File: src/rtl/dsp_macc_seq_pkg.sv
// rtl/dsp_macc_seq_pkg.sv - widths, state enum and latched command modes for dsp_macc_sequencer
package dsp_macc_seq_pkg;

    localparam int A_W   = 20;
    localparam int B_W   = 18;
    localparam int Z_W   = 38;
    localparam int SHR_W = 6;

    typedef enum logic [2:0] {
        IDLE,
        FIRST,
        ACC,
        DRAIN,
        DONE
    } state_t;

    typedef struct packed {
        logic             unsigned_a;
        logic             unsigned_b;
        logic             subtract;
        logic             round;
        logic             saturate;
        logic [SHR_W-1:0] shift_right;
    } modes_t;

endpackage

File: src/rtl/dsp_macc_seq_lat_ctr.sv
// rtl/dsp_macc_seq_lat_ctr.sv - loadable down-counter that flags done once the DSP pipeline has drained
module dsp_macc_seq_lat_ctr #(
    parameter int LAT = 1
) (
    input  logic clk,
    input  logic lreset,
    input  logic load,
    output logic done
);

    logic [2:0] cnt;

    always_ff @(posedge clk or negedge lreset) begin
        if (!lreset) begin
            cnt <= 3'd0;
        end else if (load) begin
            cnt <= 3'(LAT);
        end else if (cnt != 3'd0) begin
            cnt <= cnt - 3'd1;
        end
    end

    assign done = (cnt == 3'd0);

endmodule

File: src/rtl/dsp_macc_sequencer.sv
// rtl/dsp_macc_sequencer.sv - command-driven dot-product sequencer for a shared MACC DSP slice
// Optional abort input enabled by defining DSP_MACC_SEQ_ABORT_EN.
module dsp_macc_sequencer
    import dsp_macc_seq_pkg::*;
#(
    parameter int DSP_LAT = 1,
    parameter int LEN_W   = 16
) (
    input  logic             clk,
    input  logic             lreset,
`ifdef DSP_MACC_SEQ_ABORT_EN
    input  logic             abort,
`endif
    input  logic             cmd_valid,
    output logic             cmd_ready,
    input  logic [LEN_W-1:0] cmd_len,
    input  logic             cmd_unsigned_a,
    input  logic             cmd_unsigned_b,
    input  logic             cmd_subtract,
    input  logic             cmd_round,
    input  logic             cmd_saturate,
    input  logic [SHR_W-1:0] cmd_shift_right,
    input  logic             op_valid,
    output logic             op_ready,
    input  logic [A_W-1:0]   op_a,
    input  logic [B_W-1:0]   op_b,
    output logic             res_valid,
    input  logic             res_ready,
    output logic [Z_W-1:0]   res_z,
    output logic [A_W-1:0]   dsp_a,
    output logic [B_W-1:0]   dsp_b,
    output logic             dsp_load_acc,
    output logic [2:0]       dsp_feedback,
    output logic             dsp_unsigned_a,
    output logic             dsp_unsigned_b,
    output logic             dsp_subtract,
    output logic             dsp_round,
    output logic             dsp_saturate,
    output logic [SHR_W-1:0] dsp_shift_right,
    input  logic [Z_W-1:0]   dsp_z
);

    state_t           state, state_nxt;
    logic [LEN_W-1:0] count, count_nxt;
    modes_t           modes, modes_nxt;
    logic [A_W-1:0]   dsp_a_nxt;
    logic [B_W-1:0]   dsp_b_nxt;
    logic             load_acc_nxt;
    logic [Z_W-1:0]   res_z_nxt;
    logic             lat_load;
    logic             lat_done;
    logic             op_hs;
    logic             abort_req;

`ifdef DSP_MACC_SEQ_ABORT_EN
    assign abort_req = abort && (state == FIRST || state == ACC || state == DRAIN);
`else
    assign abort_req = 1'b0;
`endif

    assign cmd_ready = (state == IDLE);
    assign op_ready  = (state == FIRST || state == ACC) && !abort_req;
    assign res_valid = (state == DONE);
    assign op_hs     = op_valid && op_ready;

    dsp_macc_seq_lat_ctr #(.LAT(DSP_LAT)) u_lat_ctr (
        .clk    (clk),
        .lreset (lreset),
        .load   (lat_load),
        .done   (lat_done)
    );

    always_comb begin
        state_nxt    = state;
        count_nxt    = count;
        modes_nxt    = modes;
        dsp_a_nxt    = '0;
        dsp_b_nxt    = '0;
        load_acc_nxt = 1'b0;
        res_z_nxt    = res_z;
        lat_load     = 1'b0;
        case (state)
            IDLE: begin
                if (cmd_valid) begin
                    modes_nxt.unsigned_a  = cmd_unsigned_a;
                    modes_nxt.unsigned_b  = cmd_unsigned_b;
                    modes_nxt.subtract    = cmd_subtract;
                    modes_nxt.round       = cmd_round;
                    modes_nxt.saturate    = cmd_saturate;
                    modes_nxt.shift_right = cmd_shift_right;
                    count_nxt             = cmd_len;
                    if (cmd_len == '0) begin
                        res_z_nxt = '0;
                        state_nxt = DONE;
                    end else begin
                        state_nxt = FIRST;
                    end
                end
            end
            FIRST, ACC: begin
                // load_acc=0 on the first product restarts the accumulator; stalls in ACC add zero
                load_acc_nxt = (state == ACC);
                if (op_hs) begin
                    dsp_a_nxt = op_a;
                    dsp_b_nxt = op_b;
                    count_nxt = count - LEN_W'(1);
                    if (count == LEN_W'(1)) begin
                        lat_load  = 1'b1;
                        state_nxt = DRAIN;
                    end else begin
                        state_nxt = ACC;
                    end
                end
            end
            DRAIN: begin
                load_acc_nxt = 1'b1;
                if (lat_done) begin
                    res_z_nxt = dsp_z;
                    state_nxt = DONE;
                end
            end
            DONE: begin
                if (res_ready) begin
                    state_nxt = IDLE;
                end
            end
            default: state_nxt = IDLE;
        endcase
        if (abort_req) begin
            state_nxt    = IDLE;
            dsp_a_nxt    = '0;
            dsp_b_nxt    = '0;
            load_acc_nxt = 1'b0;
            lat_load     = 1'b0;
        end
    end

    always_ff @(posedge clk or negedge lreset) begin
        if (!lreset) begin
            state        <= IDLE;
            count        <= '0;
            modes        <= '0;
            dsp_a        <= '0;
            dsp_b        <= '0;
            dsp_load_acc <= 1'b0;
            res_z        <= '0;
        end else begin
            state        <= state_nxt;
            count        <= count_nxt;
            modes        <= modes_nxt;
            dsp_a        <= dsp_a_nxt;
            dsp_b        <= dsp_b_nxt;
            dsp_load_acc <= load_acc_nxt;
            res_z        <= res_z_nxt;
        end
    end

    assign dsp_feedback    = 3'b000;
    assign dsp_unsigned_a  = modes.unsigned_a;
    assign dsp_unsigned_b  = modes.unsigned_b;
    assign dsp_subtract    = modes.subtract;
    assign dsp_round       = modes.round;
    assign dsp_saturate    = modes.saturate;
    assign dsp_shift_right = modes.shift_right;

endmodule
File: config.mk
export PLATFORM = sky130hd
export DESIGN_NAME = dsp_macc_sequencer
export DESIGN_NICKNAME = d
export VERILOG_FILES = /design/src/rtl/dsp_macc_seq_pkg.sv /design/src/rtl/dsp_macc_seq_lat_ctr.sv /design/src/rtl/dsp_macc_sequencer.sv
export SDC_FILE = /design/constraint.sdc
export NUM_CORES = 1
export LEC_CHECK = 0
export CAP_MARGIN = 20
export CORE_MARGIN = 10
export CORE_UTILIZATION = 36
export CTS_BUF_LIST = sky130_fd_sc_hd__clkbuf_8
export CTS_CLUSTER_SIZE = 40
export DETAILED_ROUTE_END_ITERATION = 10
export GPL_ROUTABILITY_DRIVEN = 0
export GPL_TIMING_DRIVEN = 0
export PLACE_DENSITY = 0.71
export RECOVER_POWER = 25
export SYNTH_ARGS = -nofsm -noshare
export SYNTH_HDL_FRONTEND = slang
export SYNTH_SLANG_ARGS = --single-unit
File: constraint.sdc
create_clock -name clk -period 2.6 [get_ports clk]
set_input_delay 0.78 -clock clk [delete_from_list [all_inputs] [get_ports clk]]
set_output_delay 0.78 -clock clk [all_outputs]
set_load 0.05 [all_outputs]
==> out/results.txt, run 1 <==
The critical-path maximum fanout was 7; the number of remaining DRC errors was 0. Floorplan core area: 12,060 um^2. Detailed placement finished with a half-perimeter wire length of 11,130 um. Synthesis handed over a netlist of 373 instances.

The run gives 9 as the number of buffers created by CTS. Global routing consumed, over all layers together, 16.00% of the routing resources. The accumulated negative setup slack came out at 0 ns. The total iterations of the first detailed-routing run was 4; the maximum root-to-sink buffer count was 2. Measured on the finished design, the core utilization comes to 56.72%. The required time of the worst setup path is 2.90 ns, and the number of maximum-capacitance constraint violations is 0. Counting flops and latches in the post-synthesis netlist gives 110. The kind of start point of the critical path is a flop.

Class of the worst hold path: flop to flop. On the final layout, the worst clock skew is 0.01211 ns. The most frequently used cell type in the post-synthesis netlist is sky130_fd_sc_hd__dfrtp_1. The number of vias after detailed routing is 3,777. The final critical-path required period was 2.508 ns. The detailed router's first-iteration violation count is 230, and the vertical extent of the die is 131.1 um. Together, buffers and inverters on the worst path number 2.

Summing the areas of all compound-gate instances in the mapped netlist gives 16.03% of the synthesized area. Summing the sequential cell areas from Yosys gives 61.97% of the chip area. The final period utilization is 96.44%, and the worst slew margin relative to its limit is 21.01%.

For this design the static power due to leakage is 3.077 nW. Distinct cell type count of the synthesized netlist: 48. At the end of the flow, the number of nets in the layout was 692.

Final setup violation count: 0. Ranked by total cell area, the synthesized netlist is headed by sky130_fd_sc_hd__dfrtp_1, sky130_fd_sc_hd__a22o_1, sky130_fd_sc_hd__and3_1, sky130_fd_sc_hd__mux2_2, sky130_fd_sc_hd__a21oi_1. The synthesized netlist devotes 13.01% of its cell area to simple gates.

For the worst setup path, the data arrival time is 2.81 ns. After synthesis, the share of flip-flops with an asynchronous set or reset is 100.0%. During synthesis, Yosys emitted a total of 0 warnings.

The logs give 0 for the number of antenna violations at the first check in global routing and 40 for the row count. The fraction of the mapped netlist area in adder cells is 1.127%, and the delay of the slowest cell on the worst path is 0.44 ns. The root buffer cell is sky130_fd_sc_hd__clkbuf_8.

The run gives 6663 um^2 as the placement-stage cell area. The critical path in this run is classified as flop to flop. The die boundary width is 131.1 um, and the sink count of the clock tree is 110. The fraction of post-synthesis cell area in the top cell type by area was 61.97%.

The number of synthesized flops with an enable pin came out at 0. After synthesis, the share of cell area in mux cells is 3.268%. By area, the combinational part of the netlist is dominated by compound AO/OA/AOI/OAI gates. The H-tree generated during clock tree synthesis spans 3 levels. For the leftover overflow at the end of global routing, the log shows 0. Grouping stages by cell kind, the critical path spends the most delay in simple AND/OR/NAND/NOR gates. Slew at the pin with the worst max-slew slack: 1.185 ns. In the synthesized netlist, the cells that appear most often are sky130_fd_sc_hd__dfrtp_1, sky130_fd_sc_hd__a22o_1, sky130_fd_sc_hd__and3_1, sky130_fd_sc_hd__clkbuf_1, sky130_fd_sc_hd__a21oi_1. Overall power consumption after layout is estimated at 9.759 mW. The via count of the first global-routing pass was 3,912; the synthesized area per cell was 11.91 um^2. For this run, the leading register cell type out of synthesis is sky130_fd_sc_hd__dfrtp_1.

The signal on the critical path passes through inv_1 > ha_2 > or3b_4 > or4_1 > buf_4 > or4_4 > a21oi_2 > a2bb2oi_2. The repair_antennas step left the layout with diodes totalling 0. At the later pin of the worst-skew pair, clock insertion delay measures 0.37 ns. For the fmax, the log shows 398.8 MHz.

IR analysis of the VDD net gives a maximum drop of 572.6 uV. In the routed layout, each cell is associated on average with a via count of 5.016. TritonCTS built the clock tree. Summed over all layers, the routed wires come to 14,140 um. The number of hold buffers added after CTS was 0. The number of hold violations in the final report was 0. Setup repair after global routing left no endpoint under its margin. The flow ran to the end, and the final reports show no timing, DRC or antenna violations. The setup slack after placement came out at -0.7761 ns. sky130_fd_sc_hd__dfrtp_1 takes more of the synthesized area than any other cell.

Dividing the detail-routed wire length by the instance count gives 18.78 um. The tools report the number of placed I/O pins as 202. The final number of max-transition violations was 0. The synthesized netlist occupies a cell area of 4442 um^2. After clock tree synthesis, the clock-pin slew on the worst setup and hold paths is 0.10 ns.

Port buffering added 197 buffers. The slowest stage of the critical path is the sky130_fd_sc_hd__or4_4 cell. After Yosys synthesis, XOR and XNOR cells account for 0.3944% of the synthesized area.

The logs give 36.83% for the starting density of the core and 6842 um^2 for the area of all placed cells without fillers. Cells with a size suffix above 1 make up 9.231% of the layout. The worst setup path is captured at a flop. Entering global routing, the biggest net connects 65 pins. The number of nets still failing antenna checks after routing was 0.

The tools report the worst-case setup margin in the final layout as 0.09246 ns. The first global-routing pass estimated 21,530 um of wire. The relative area change from synthesis to final layout is 54.03%.

The power density normalized to cell area works out to 1426 nW/um^2. The die covers 17,180 um^2.
## final cells by class
cell class / count / area [um^2]
fillers: 1036 / 5220
flip-flops and latches: 110 / 2755
repair buffers: 199 / 1969
multi-input cells: 220 / 1540
well taps: 168 / 210.2
plain buffers: 28 / 126.4
clock buffers: 9 / 123.9
clock inverters: 7 / 66.31
inverters: 12 / 50.05
## layer usage
| metal | vias up | GRT usage (%) | routed length (um) |
|---|---|---|---|
| met4 | 0 | 5.232 | 148 |
| li1 | 1758 | - | - |
| met2 | 150 | 26.13 | 6929 |
| met5 | - | 0 | 0 |
| met1 | 1857 | 18.80 | 5376 |
| met3 | 12 | 6.476 | 1684 |
## power breakdown
part	internal, mW	leakage [nW]	switching [mW]
sequential	2.45	1.39	0.449
combinational	2.08	1.58	3.76
clock	0.442	0.104	0.578
## flip-flops by register name (all words and copies together), names as in the netlist
name and count:
dsp_load_acc 1, u_lat_ctr.cnt 3, dsp_shift_right 6, res_z 38, dsp_b 18, count 16, dsp_unsigned_b 1, dsp_saturate 1
dsp_a 20, dsp_subtract 1, dsp_unsigned_a 1, dsp_round 1, state 3
## worst register-to-register path, cell delays in order, from the launching register on
cell and delay, ns:
sky130_fd_sc_hd__dfrtp_1 0.40, sky130_fd_sc_hd__inv_1 0.11, sky130_fd_sc_hd__ha_2 0.21, sky130_fd_sc_hd__or3b_4 0.40, sky130_fd_sc_hd__or4_1 0.40, sky130_fd_sc_hd__buf_4 0.17, sky130_fd_sc_hd__or4_4 0.44, sky130_fd_sc_hd__a21oi_2 0.17
sky130_fd_sc_hd__a2bb2oi_2 0.13
## final timing paths
kind / startpoint / endpoint / slack (ns) / cells after the start
max in group asynchronous: lreset / res_z[0] / 0.42 / 2
hold reg to reg: res_z[37] / res_z[37] / 0.51 / 1
setup / recovery: count[1] / count[10] / 0.09 / 8
hold / removal: res_z[37] / res_z[37] / 0.51 / 1
setup reg to reg: count[1] / count[10] / 0.09 / 8
min in group asynchronous: lreset / dsp_shift_right[2] / 0.62 / 1
## layout by cell type, fill, tap and decap left out, drive strengths merged, types with 2 or more instances in the layout
| cell type | n |
|---|---|
| clkdlybuf4s50 | 193 |
| dfrtp | 110 |
| and3 | 39 |
| a22o | 39 |
| clkbuf | 35 |
| a21oi | 19 |
| inv | 16 |
| o21ai | 14 |
| nor2 | 12 |
| mux2 | 12 |
| nand2 | 11 |
| nor3 | 8 |
| buf | 8 |
| nor4 | 7 |
| o22ai | 5 |
| nand3 | 4 |
| or4 | 4 |
| ha | 4 |
| nor2b | 3 |
| o32ai | 3 |
| or3 | 3 |
| conb | 3 |
| a2bb2oi | 3 |
| xnor2 | 2 |
| or2 | 2 |
| nand2b | 2 |
| o2bb2ai | 2 |
| a22oi | 2 |
| o211ai | 2 |
| a31oi | 2 |
## metrics by stage
stage                     std cells  hold WS, ns
after floorplan                 375       0.4844
after global placement          740       0.4833
after detailed placement        741       0.4846
after CTS                       752       0.4194
after global routing            753       0.5274
final                           753       0.5078
## cells by family after synthesis
group / after synthesis
adders and majority gates: 4
buffers and inverters: 45
AOI/OAI and AO/OA: 98
and+or+nand+nor: 100
muxes: 13
other: 1
xor gates and xnor gates: 2
DFF: 110
## timing repair
| item | CTS | global route |
|---|---|---|
| cloned | 0 | 0 |
| gates resized for setup | 14 | 15 |
| endpoints found under the setup margin | 13 | 29 |
| buffers inserted | 0 | 1 |
(Power assumes the default switching activity.)
==> inputs of run 2 (changes only) <==
--- a/config.mk
+++ b/config.mk
@@ -7,13 +7,13 @@
 export LEC_CHECK = 0
 export CAP_MARGIN = 20
 export CORE_MARGIN = 10
-export CORE_UTILIZATION = 36
+export CORE_UTILIZATION = 43
 export CTS_BUF_LIST = sky130_fd_sc_hd__clkbuf_8
 export CTS_CLUSTER_SIZE = 40
 export DETAILED_ROUTE_END_ITERATION = 10
 export GPL_ROUTABILITY_DRIVEN = 0
 export GPL_TIMING_DRIVEN = 0
-export PLACE_DENSITY = 0.71
+export PLACE_DENSITY = 0.91
 export RECOVER_POWER = 25
 export SYNTH_ARGS = -nofsm -noshare
 export SYNTH_HDL_FRONTEND = slang
==> run 2 against run 1 <==
- combinational power increased by 2%
- design area decreased by 0.24%
- non-clock buffer count rose by 4
- via count rose by 3.2%
- largest power group unchanged
- fmax down 1.4%
- final cell count down 3.7%
- sequential share of layout area rose by 0.096 points
- sequential power is essentially flat
- clock power decreased by 5%
- power up 0.74%
- critical path type is now input port to flop
- hold slack worse by 0.0011 ns
- global-route usage increased by 2.5 points
==> out/results.txt, run 2 (synthesized netlist as in run 1, its figures left out) <==
The flow ran to the end, and the final reports show no timing, DRC or antenna violations. For the fraction of power consumed by the clock network, the log shows 9.9% (was 10.5%). The required time of the worst setup path is 2.86 ns (was 2.90 ns), and the number of remaining DRC errors is 0 (unchanged). The tools report the fmax as 393.1 MHz (was 398.8 MHz). The run gives 110 (unchanged) as the sink count of the clock tree. The final setup violation count came out at 0 (unchanged). The worst clock skew was 0.01034 ns (was 0.01211 ns); the floorplan core area was 10,180 um^2 (was 12,060 um^2). Commonest non-fill, non-tap cell in the layout: sky130_fd_sc_hd__clkdlybuf4s50_1 (unchanged). Part of the power in combinational logic: 60.5% (was 59.8%). Type of the worst setup path: input port to flop (was flop to flop). The cell class contributing the biggest share of worst-path delay was buffers and inverters (was simple AND/OR/NAND/NOR gates). Most frequent cells in the layout: sky130_fd_sc_hd__clkdlybuf4s50_1, sky130_fd_sc_hd__dfrtp_1, sky130_fd_sc_hd__and3_1, sky130_fd_sc_hd__a22o_1 (unchanged).

The source-to-sink clock delay at the later pin of the worst-skew pair was 0.37 ns (about the same); the via count of the first global-routing pass was 3,957 (was 3,912). The run gives 0 (unchanged) as the leftover overflow at the end of global routing. For the static leakage, the log shows 3.082 nW (was 3.077 nW).

The slew at the pin with the worst max-slew slack works out to 1.199 ns (was 1.185 ns). The tools report the number of fillers in the final layout as 782 (was 1,036). The buffer and inverter count on the worst path was 3 (was 2); the number of buffers created by CTS was 9 (unchanged).

The logs give 0 (unchanged) for the number of nets still failing antenna checks after routing and 2.80 ns (was 2.81 ns) for the critical path arrival. The fraction of final layout cells sized beyond drive strength 1 was 10.53% (was 9.231%); the worst slew margin relative to its limit was 20.09% (was 21.01%). The die footprint came out at 14,800 um^2 (was 17,180 um^2).

The logs give 0 (unchanged) for the number of antenna repair diodes and 0 (unchanged) for the number of antenna violations at the first check in global routing. The cell with the biggest individual delay on the critical path was sky130_fd_sc_hd__clkdlybuf4s50_1 (was sky130_fd_sc_hd__or4_4). Number of buffers inserted by port buffering: 197 (unchanged). Nature of the critical path endpoint: a flop (unchanged).

The relative area change from synthesis to final layout works out to 53.66% (was 54.03%). Final period utilization: 97.85% (was 96.44%). For the final net count, the log shows 696 (was 692). The run gives 4.858 mW (was 4.782 mW) as the power spent charging and discharging nets. Class of the worst hold path: flop to flop (unchanged). The reg-to-reg setup timing slack was 0.11 ns (was 0.09 ns). The vertical extent of the die was 121.6 um (was 131.1 um); the post-detailed-route via-to-cell ratio was 5.375 (was 5.016). Largest registers: res_z x38, dsp_a x20, dsp_b x18 (unchanged). The post-CTS clock slew at the launch and capture registers of the worst setup and hold paths was 0.11 ns (was 0.10 ns); the number of hold violations in the final report was 0 (unchanged). The total wire length after detailed routing is 14,450 um (was 14,140 um), and the maximum root-to-sink buffer count is 2 (unchanged). The worst-case vdd ir drop was 688.0 uV (was 572.6 uV). The tools report the internal cell power as 4.973 mW (was 4.976 mW).

The number of placed I/O pins was 202 (unchanged); the row count was 37 (was 40). The power density normalized to cell area was 1440 nW/um^2 (was 1426 nW/um^2). The global-route usage over all layers was 18.53% (was 16.00%). The maximum number of pins on one net before global-route repair was 64 (was 65); the smallest hold slack was 0.5066 ns (was 0.5078 ns).

The final number of max-transition violations is 0 (unchanged), and the global-route wire length before repair is 21,740 um (was 21,530 um). The run gives 3 (unchanged) as the number of H-tree levels. The share of total power consumed by net switching is 49.41% (was 49.01%), and the critical-path maximum fanout is 10 (was 7).

Root buffer cell: sky130_fd_sc_hd__clkbuf_8 (unchanged). The hold buffer count at cts came out at 0 (unchanged). The average wire length per cell after detail routing came out at 19.93 um (was 18.78 um).

TritonCTS built the clock tree. Register with the most flip-flops: res_z (unchanged). The run gives 6623 um^2 (was 6663 um^2) as the placement-stage cell area. The tools report the kind of start point of the critical path as an input port (was a flop). The number of maximum-capacitance constraint violations was 0 (unchanged); the delay of the slowest cell on the worst path was 0.47 ns (was 0.44 ns).

The detailed router's first-iteration violation count is 287 (was 230), and the flip-flop count of the largest register, all copies and words added is 38 (unchanged). The final critical-path required period works out to 2.544 ns (was 2.508 ns). The run gives 9.831 mW (was 9.759 mW) as the total power of the final layout. The tools report the total iterations of the first detailed-routing run as 4 (unchanged). Critical path cell sequence: clkdlybuf4s50_1 > nor4_2 > and4_1 > a21oi_1 > clkbuf_2 > clkbuf_2 > a22o_1 (was inv_1 > ha_2 > or3b_4 > or4_1 > buf_4 > or4_4 > a21oi_2 > a2bb2oi_2). The share of total power in sequential cells came out at 29.6% (was 29.7%). The number of vias after detailed routing is 3,897 (was 3,777), and the starting density of the core is 43.61% (was 36.83%). In this design, the critical path's most frequently occurring cell is sky130_fd_sc_hd__clkbuf_2. The area of all placed cells without fillers is 6825 um^2 (was 6842 um^2). Total half-perimeter wirelength after legalization and detailed placement: 11,250 um (was 11,130 um). The die boundary width came out at 121.6 um (was 131.1 um).
-- run 2: power groups by stage --
stage	Sequential (mW)	Clock [mW]	Combinational, mW
2_1_floorplan	4.85	0	1.87
3_3_place_gp	2.85	0	5.75
3_5_place_dp	2.90	0	5.92
4_1_cts	2.91	1.00	5.90
5_1_grt	2.99	1.07	6.28
6_report	2.91	0.973	5.94
-- run 2: routing by layer --
layer  GRT usage (%)  up-vias  share of wire [%]
met5               0        -                  0
met4           7.750        0                2.9
met3           5.967       30                8.9
met2           31.02      182                 50
met1           21.50     1915                 38
li1                -     1770                  -
-- run 2: stage by stage --
stage	utilization (%)	cells	setup WS (ns)	setup TNS, ns
after floorplan	-	375	0.2196	0
after global placement	64.78	708	-3.222	-363.89
after detailed placement	65.02	709	-0.7680	-10.87
after CTS	66.83	722	0.01057	0
after global routing	67.01	725	-0.002716	-0.002716
final	67.01	725	0.05593	0
-- run 2: cell type report --
cell class | count | area [um^2] | area share [%]
well taps | 136 | 170.2 | 2.493
inverters | 12 | 50.05 | 0.7333
clock inverters | 6 | 43.79 | 0.6416
plain buffers | 29 | 132.6 | 1.943
multi-input cells | 220 | 1540 | 22.57
repair buffers | 202 | 1996 | 29.24
flip-flops and latches | 110 | 2755 | 40.37
clock buffers | 10 | 137.6 | 2.016
-- run 2: what timing repair did --
| item | 4_1_cts | 5_1_grt |
|---|---|---|
| resized for setup | 15 | 14 |
| setup endpoints to repair | 13 | 23 |
| setup buffers | 0 | 4 |
| hold endpoints to repair | 0 | 0 |
-- run 2: worst reg2reg max path, cell delays in order, from the launching register on --
cell and delay [ns]:
sky130_fd_sc_hd__dfrtp_1 0.42, sky130_fd_sc_hd__inv_2 0.08, sky130_fd_sc_hd__ha_2 0.19, sky130_fd_sc_hd__or3b_4 0.40
sky130_fd_sc_hd__or4_1 0.40, sky130_fd_sc_hd__clkbuf_4 0.18, sky130_fd_sc_hd__or4_4 0.45, sky130_fd_sc_hd__a21oi_2 0.17
sky130_fd_sc_hd__a2bb2oi_2 0.13
-- run 2: worst paths after layout --
check | to | startpoint | cells after the start
max | res_z[33] | cmd_len[9] | 7
min | res_z[11] | res_z[11] | 1
max reg2reg | count[10] | count[0] | 8
min reg2reg | res_z[11] | res_z[11] | 1
max in group asynchronous | dsp_a[14] | lreset | 2
min in group asynchronous | dsp_shift_right[4] | lreset | 1
==> edit 1: new RTL, flow settings as in run 1 <==
Take the reset off `res_z` and load it in a clocked block of its own.
--- a/src/rtl/dsp_macc_sequencer.sv
+++ b/src/rtl/dsp_macc_sequencer.sv
@@ -143,7 +143,6 @@
             dsp_a        <= '0;
             dsp_b        <= '0;
             dsp_load_acc <= 1'b0;
-            res_z        <= '0;
         end else begin
             state        <= state_nxt;
             count        <= count_nxt;
@@ -151,8 +150,11 @@
             dsp_a        <= dsp_a_nxt;
             dsp_b        <= dsp_b_nxt;
             dsp_load_acc <= load_acc_nxt;
-            res_z        <= res_z_nxt;
         end
+    end
+
+    always_ff @(posedge clk) begin
+        res_z <= res_z_nxt;
     end
 
     assign dsp_feedback    = 3'b000;
Check against the original RTL: differs if lreset is asserted again (counterexample within 10 cycles, from zero or initial values and one cycle with lreset low); with lreset held inactive, the same outputs for 10 cycles.
==> edit 1 against run 1 <==
Clock skew grew 0.0055 ns. Worst setup slack lost 0.056 ns. Cell area grew 3.1%. Sequential power shrank 7.2%. Sequential cell count is the same. Worst hold slack gained 0.0046 ns. First-iteration DRC count shrank 2.6%. Critical path depth shrank 2. Wire length shrank 0.92%. Synthesized area grew 2.8%. Non-clock buffer count grew 2. Synthesized cell count grew 1.3%. Power shrank 15%. Largest cell class unchanged. Largest power group unchanged.
==> edit 1: results (changes against run 1) <==
| Metric | Value |
|---|---|
| Data arrival, critical path | 2.65 ns (-0.16 ns) |
| Initial drt markers | 224 (-2.6%) |
| Top flop regs | res_z (38), dsp_a (20), dsp_b (18) |
| Nets | 705 (+1.9%) |
| Post-synth EDFFs | 38 (+38) |
| Synth top cells by count | dfrtp_1 (72), and2_1 (39), and3_1 (38), edfxtp_1 (38), nor2_1 (24) |
| Placed inst area | 6810 µm² (+2.2%) |
| WHS Endpoint | dsp_unsigned_b$_DFFE_PN0P_ |
| Post-synth ARST share | 65.5% (-35 points) |
| Dpl hpwl | 10700 µm (-3.5%) |
| Slew Limit Headroom | 36.4% (+15 points) |
| P_clk | 0.000982 W (-4%) |
| Number of gates resized after cts | 18 (+4) |
| Die W | 133 µm (+1.2%) |
| Antenna violations before repair | 0 (unchanged) |
| Ranking of synthesized cells by area | dfrtp_1 (39%), edfxtp_1 (25%), and2_1 (5.3%) |
| First-pass GRT wire length | 22000 µm (+2.2%) |
| Share of cells above drive strength 1 | 8.86% (-0.37 points) |
| Hold wc startpoint | dsp_unsigned_b$_DFFE_PN0P_ |
| Total GRT Usage | 15.7% (-0.34 points) |
| Post-synth cell types | 50 (+4.2%) |
| Status | finished clean |
| Cell with the largest stage delay on the worst path | clkdlybuf4s50_1 |
| Worst vdd ir | 653 µV (+14%) |
| Filler cells | 1104 (+6.6%) |
| Max Clock Skew | 0.0176 ns (+0.00550 ns) |
| Largest net degree at the start of global routing | 59 (-9.2%) |
| Comb. pwr | 0.00462 W (-21%) |
| Sequential-to-total area share from yosys stat | 64.4% (+2.4 points) |
| Pwr Total | 0.00829 W (-15%) |
| Multiplexer share of the synthesized area | 3.18% (-0.090 points) |
| CP max FO | 11 (+4) |
| Drt total wl | 14000 µm (-0.92%) |
| R2r setup slk | 0.36 ns (+0.27 ns) |
| Final Hold Slack | 0.512 ns (+0.00455 ns) |
| Switching Share | 47.0% (-2.0 points) |
| Number of global-route vias before repair | 3903 (-0.23%) |
| Reg2Reg Depth | 7 (-1) |
| # Post-CTS Setup Buffers | 4 (+4) |
| IO Port Bufs | 198 (+0.51%) |
| Static Leakage | 2.90 nW (-5.9%) |
| Synth Area in XOR/XNOR | 0.383% (-0.011 points) |
| Synth Area in Compound Gates | 7.70% (-8.3 points) |
| Vias | 3699 (-2.1%) |
edit 1: cell type report:
| cell class | instances | share of cell area, % |
|---|---|---|
| Buffer | 26 | 1.63 |
| Clock buffer | 9 | 1.76 |
| Clock inverter | 7 | 0.781 |
| Inverter | 7 | 0.408 |
| Multi-Input combinational cell | 236 | 21.4 |
| Sequential cell | 110 | 41.7 |
| Tap cell | 172 | 3.05 |
| Timing Repair Buffer | 203 | 29.2 |
edit 1: per-stage QoR:
stage	utilization (%)	std cells	TNS, ns
after floorplan	-	380	0
after global placement	54.2	750	-156.72
after detailed placement	54.4	751	-32.17
after CTS	56.4	771	0
after global routing	56.3	770	0
final	56.3	770	0
edit 1: layer usage:
metal | routed length (µm) | global-route usage (%)
met5 | 0 | 0
met4 | 154 | 4.58
met3 | 1010 | 4.54
met2 | 6920 | 26.5
met1 | 5920 | 18.9
edit 1: logic make-up after synthesis:
logic type | count (synthesis)
AND/OR/NAND/NOR | 155
flip-flops | 110
AO/OA/AOI/OAI | 58
buffers and inverters | 35
multiplexers | 13
adder cells (fa/ha/maj) | 4
XOR/XNOR | 2
other | 1
edit 1: worst max path at each step:
| stage | start | to | slack, ns | cells after the start |
|---|---|---|---|---|
| global placement | lreset | dsp_b[7]$_DFF_PN0_ | -1.73 | 1 |
| global route | state[2]$_DFFE_PN0P_ | res_valid | 0.03 | 3 |
| CTS | state[0]$_DFFE_PN0P_ | op_ready | 0.03 | 6 |
| detailed placement | cmd_len[8] | res_z[35]$_SDFFCE_PN0P_ | -0.74 | 5 |
| floorplan | state[1]$_DFFE_PN0P_ | res_valid | 0.02 | 2 |
| finish | cmd_len[8] | res_z[17]$_SDFFCE_PN0P_ | 0.04 | 6 |
==> edit 2: new RTL, settings of run 1 <==
Without the edit above. Build with the macro `DSP_MACC_SEQ_ABORT_EN` defined.
--- a/src/rtl/dsp_macc_sequencer.sv
+++ b/src/rtl/dsp_macc_sequencer.sv
@@ -1,5 +1,7 @@
 // rtl/dsp_macc_sequencer.sv - command-driven dot-product sequencer for a shared MACC DSP slice
 // Optional abort input enabled by defining DSP_MACC_SEQ_ABORT_EN.
+`define DSP_MACC_SEQ_ABORT_EN
+
 module dsp_macc_sequencer
     import dsp_macc_seq_pkg::*;
 #(
Ports: changed (added abort); port bits go from 202 to 203. No check against the original RTL was run, so the function may have changed too.
==> edit 2 against run 1 <==
The run now ends with max-capacitance violations, max-slew violations left. Power fell by 26%. Synthesized area increased by 9.7%. Wire length fell by 0.37%. Clock skew fell by 0.0022 ns. Worst setup slack got worse by 0.017 ns. Cell area grew 7.4%. Maximum frequency shrank 0.66%. Sequential cell count is the same.
==> edit 2: results (changes against run 1) <==
| Metric | Value |
|---|---|
| Status | complete, but fails checks |
| Failing checks | max-capacitance violations, max-slew violations |
| Pwr Total | 0.00724 W (-26%) |
| Worst vdd ir | 428 µV (-25%) |
| Max cap viols | 1 (+1) |
| First-pass GRT wire length | 22800 µm (+5.9%) |
| Part of the power in the clock network | 16.1% (+5.6 points) |
| Ranking of synthesized cells by area | dfrtp_1 (56%), mux2i_1 (8.0%), and2_1 (5.4%) |
| Final Hold Slack | 0.515 ns (+0.00762 ns) |
| Number of global-route vias before repair | 4458 (+14%) |
| Crit path largest cell delay | 0.52 ns (+0.08 ns) |
| Comb. pwr | 0.00364 W (-38%) |
| IO Port Bufs | 199 (+1.0%) |
| Post-synth cell types | 51 (+6.3%) |
| Share of cells above drive strength 1 | 8.31% (-0.92 points) |
| Largest net degree at the start of global routing | 67 (+3.1%) |
| Dpl ws | -0.521 ns (+0.255 ns) |
| Delay-heaviest family, CP | buffers and inverters |
| Max Clock Skew | 0.00987 ns (-0.00224 ns) |
| Initial drt markers | 209 (-9.1%) |
| Data arrival, critical path | 1.74 ns (-1.07 ns) |
| Filler cells | 1195 (+15%) |
| Sequential-to-total area share from yosys stat | 56.5% (-5.5 points) |
| FF-to-FF End | count[14]$_DFFE_PN0P_ |
| Final worst slack | 0.0757 ns (-0.0167 ns) |
| Total GRT Usage | 15.3% (-0.73 points) |
| Critical Path Source | abort |
| Reg-to-reg startpoint | count[0]$_DFFE_PN0P_ |
| Reg2Reg Depth | 6 (-2) |
| Dpl hpwl | 10900 µm (-1.7%) |
| Cell with the largest stage delay on the worst path | clkdlybuf4s50_1 |
| Final Max Tran Viols | 66 (+66) |
| Static Leakage | 3.29 nW (+6.9%) |
| Hold wc startpoint | dsp_shift_right[3]$_DFFE_PN0P_ |
## edit 2: cell types whose count changed after synthesis, sizes merged, moves of 4 or more
cell / before / now
a21oi: 19 / 13
a22o: 39 / 2
and2: 1 / 43
and3: 39 / 1
buf: 9 / 15
clkbuf: 24 / 13
inv: 12 / 44
mux2i: 1 / 39
nand2: 11 / 52
nor2: 12 / 24
nor3: 8 / 12
## edit 2: kinds of logic after synthesis
logic type      Yosys count  share of synthesized area [%]
other cells               1                         0.0770
mux                      50                           10.6
flops                   110                           56.5
fa+ha+maj                 4                           1.03
xor+xnor                  2                          0.745
simple gates            162                           17.1
buf+inv                  72                           6.78
compound gates           55                           7.19
## edit 2: metrics by stage
stage / instance area, µm² / instances / TNS [ns]
after floorplan: 4890 / 458 / 0
after global placement: 7100 / 833 / -396.45
after detailed placement: 7130 / 834 / -11.55
after CTS: 7350 / 850 / 0
after global routing: 7350 / 850 / 0
final: 7350 / 850 / 0
## edit 2: cell type report
| type | instances | area, µm² | area share [%] |
|---|---|---|---|
| Buffer | 28 | 165 | 2.25 |
| Clock buffer | 9 | 124 | 1.69 |
| Clock inverter | 7 | 104 | 1.41 |
| Inverter | 44 | 165 | 2.25 |
| Multi-Input combinational cell | 276 | 1810 | 24.6 |
| Sequential cell | 110 | 2750 | 37.5 |
| Tap cell | 176 | 220 | 3.00 |
| Timing Repair Buffer | 200 | 2010 | 27.4 |
## edit 2: metal layers
metal,share of wire (%),track usage [%]
met5,0,0
met4,1.7,5.50
met3,11,6.75
met2,49,25.5
met1,38,16.9
## edit 2: what timing repair did
action | 4_1_cts | 5_1_grt
hold buffers | 0 | 0
gates cloned | 0 | 0
endpoints found under the setup margin | 3 | 1
resized for setup | 9 | 1
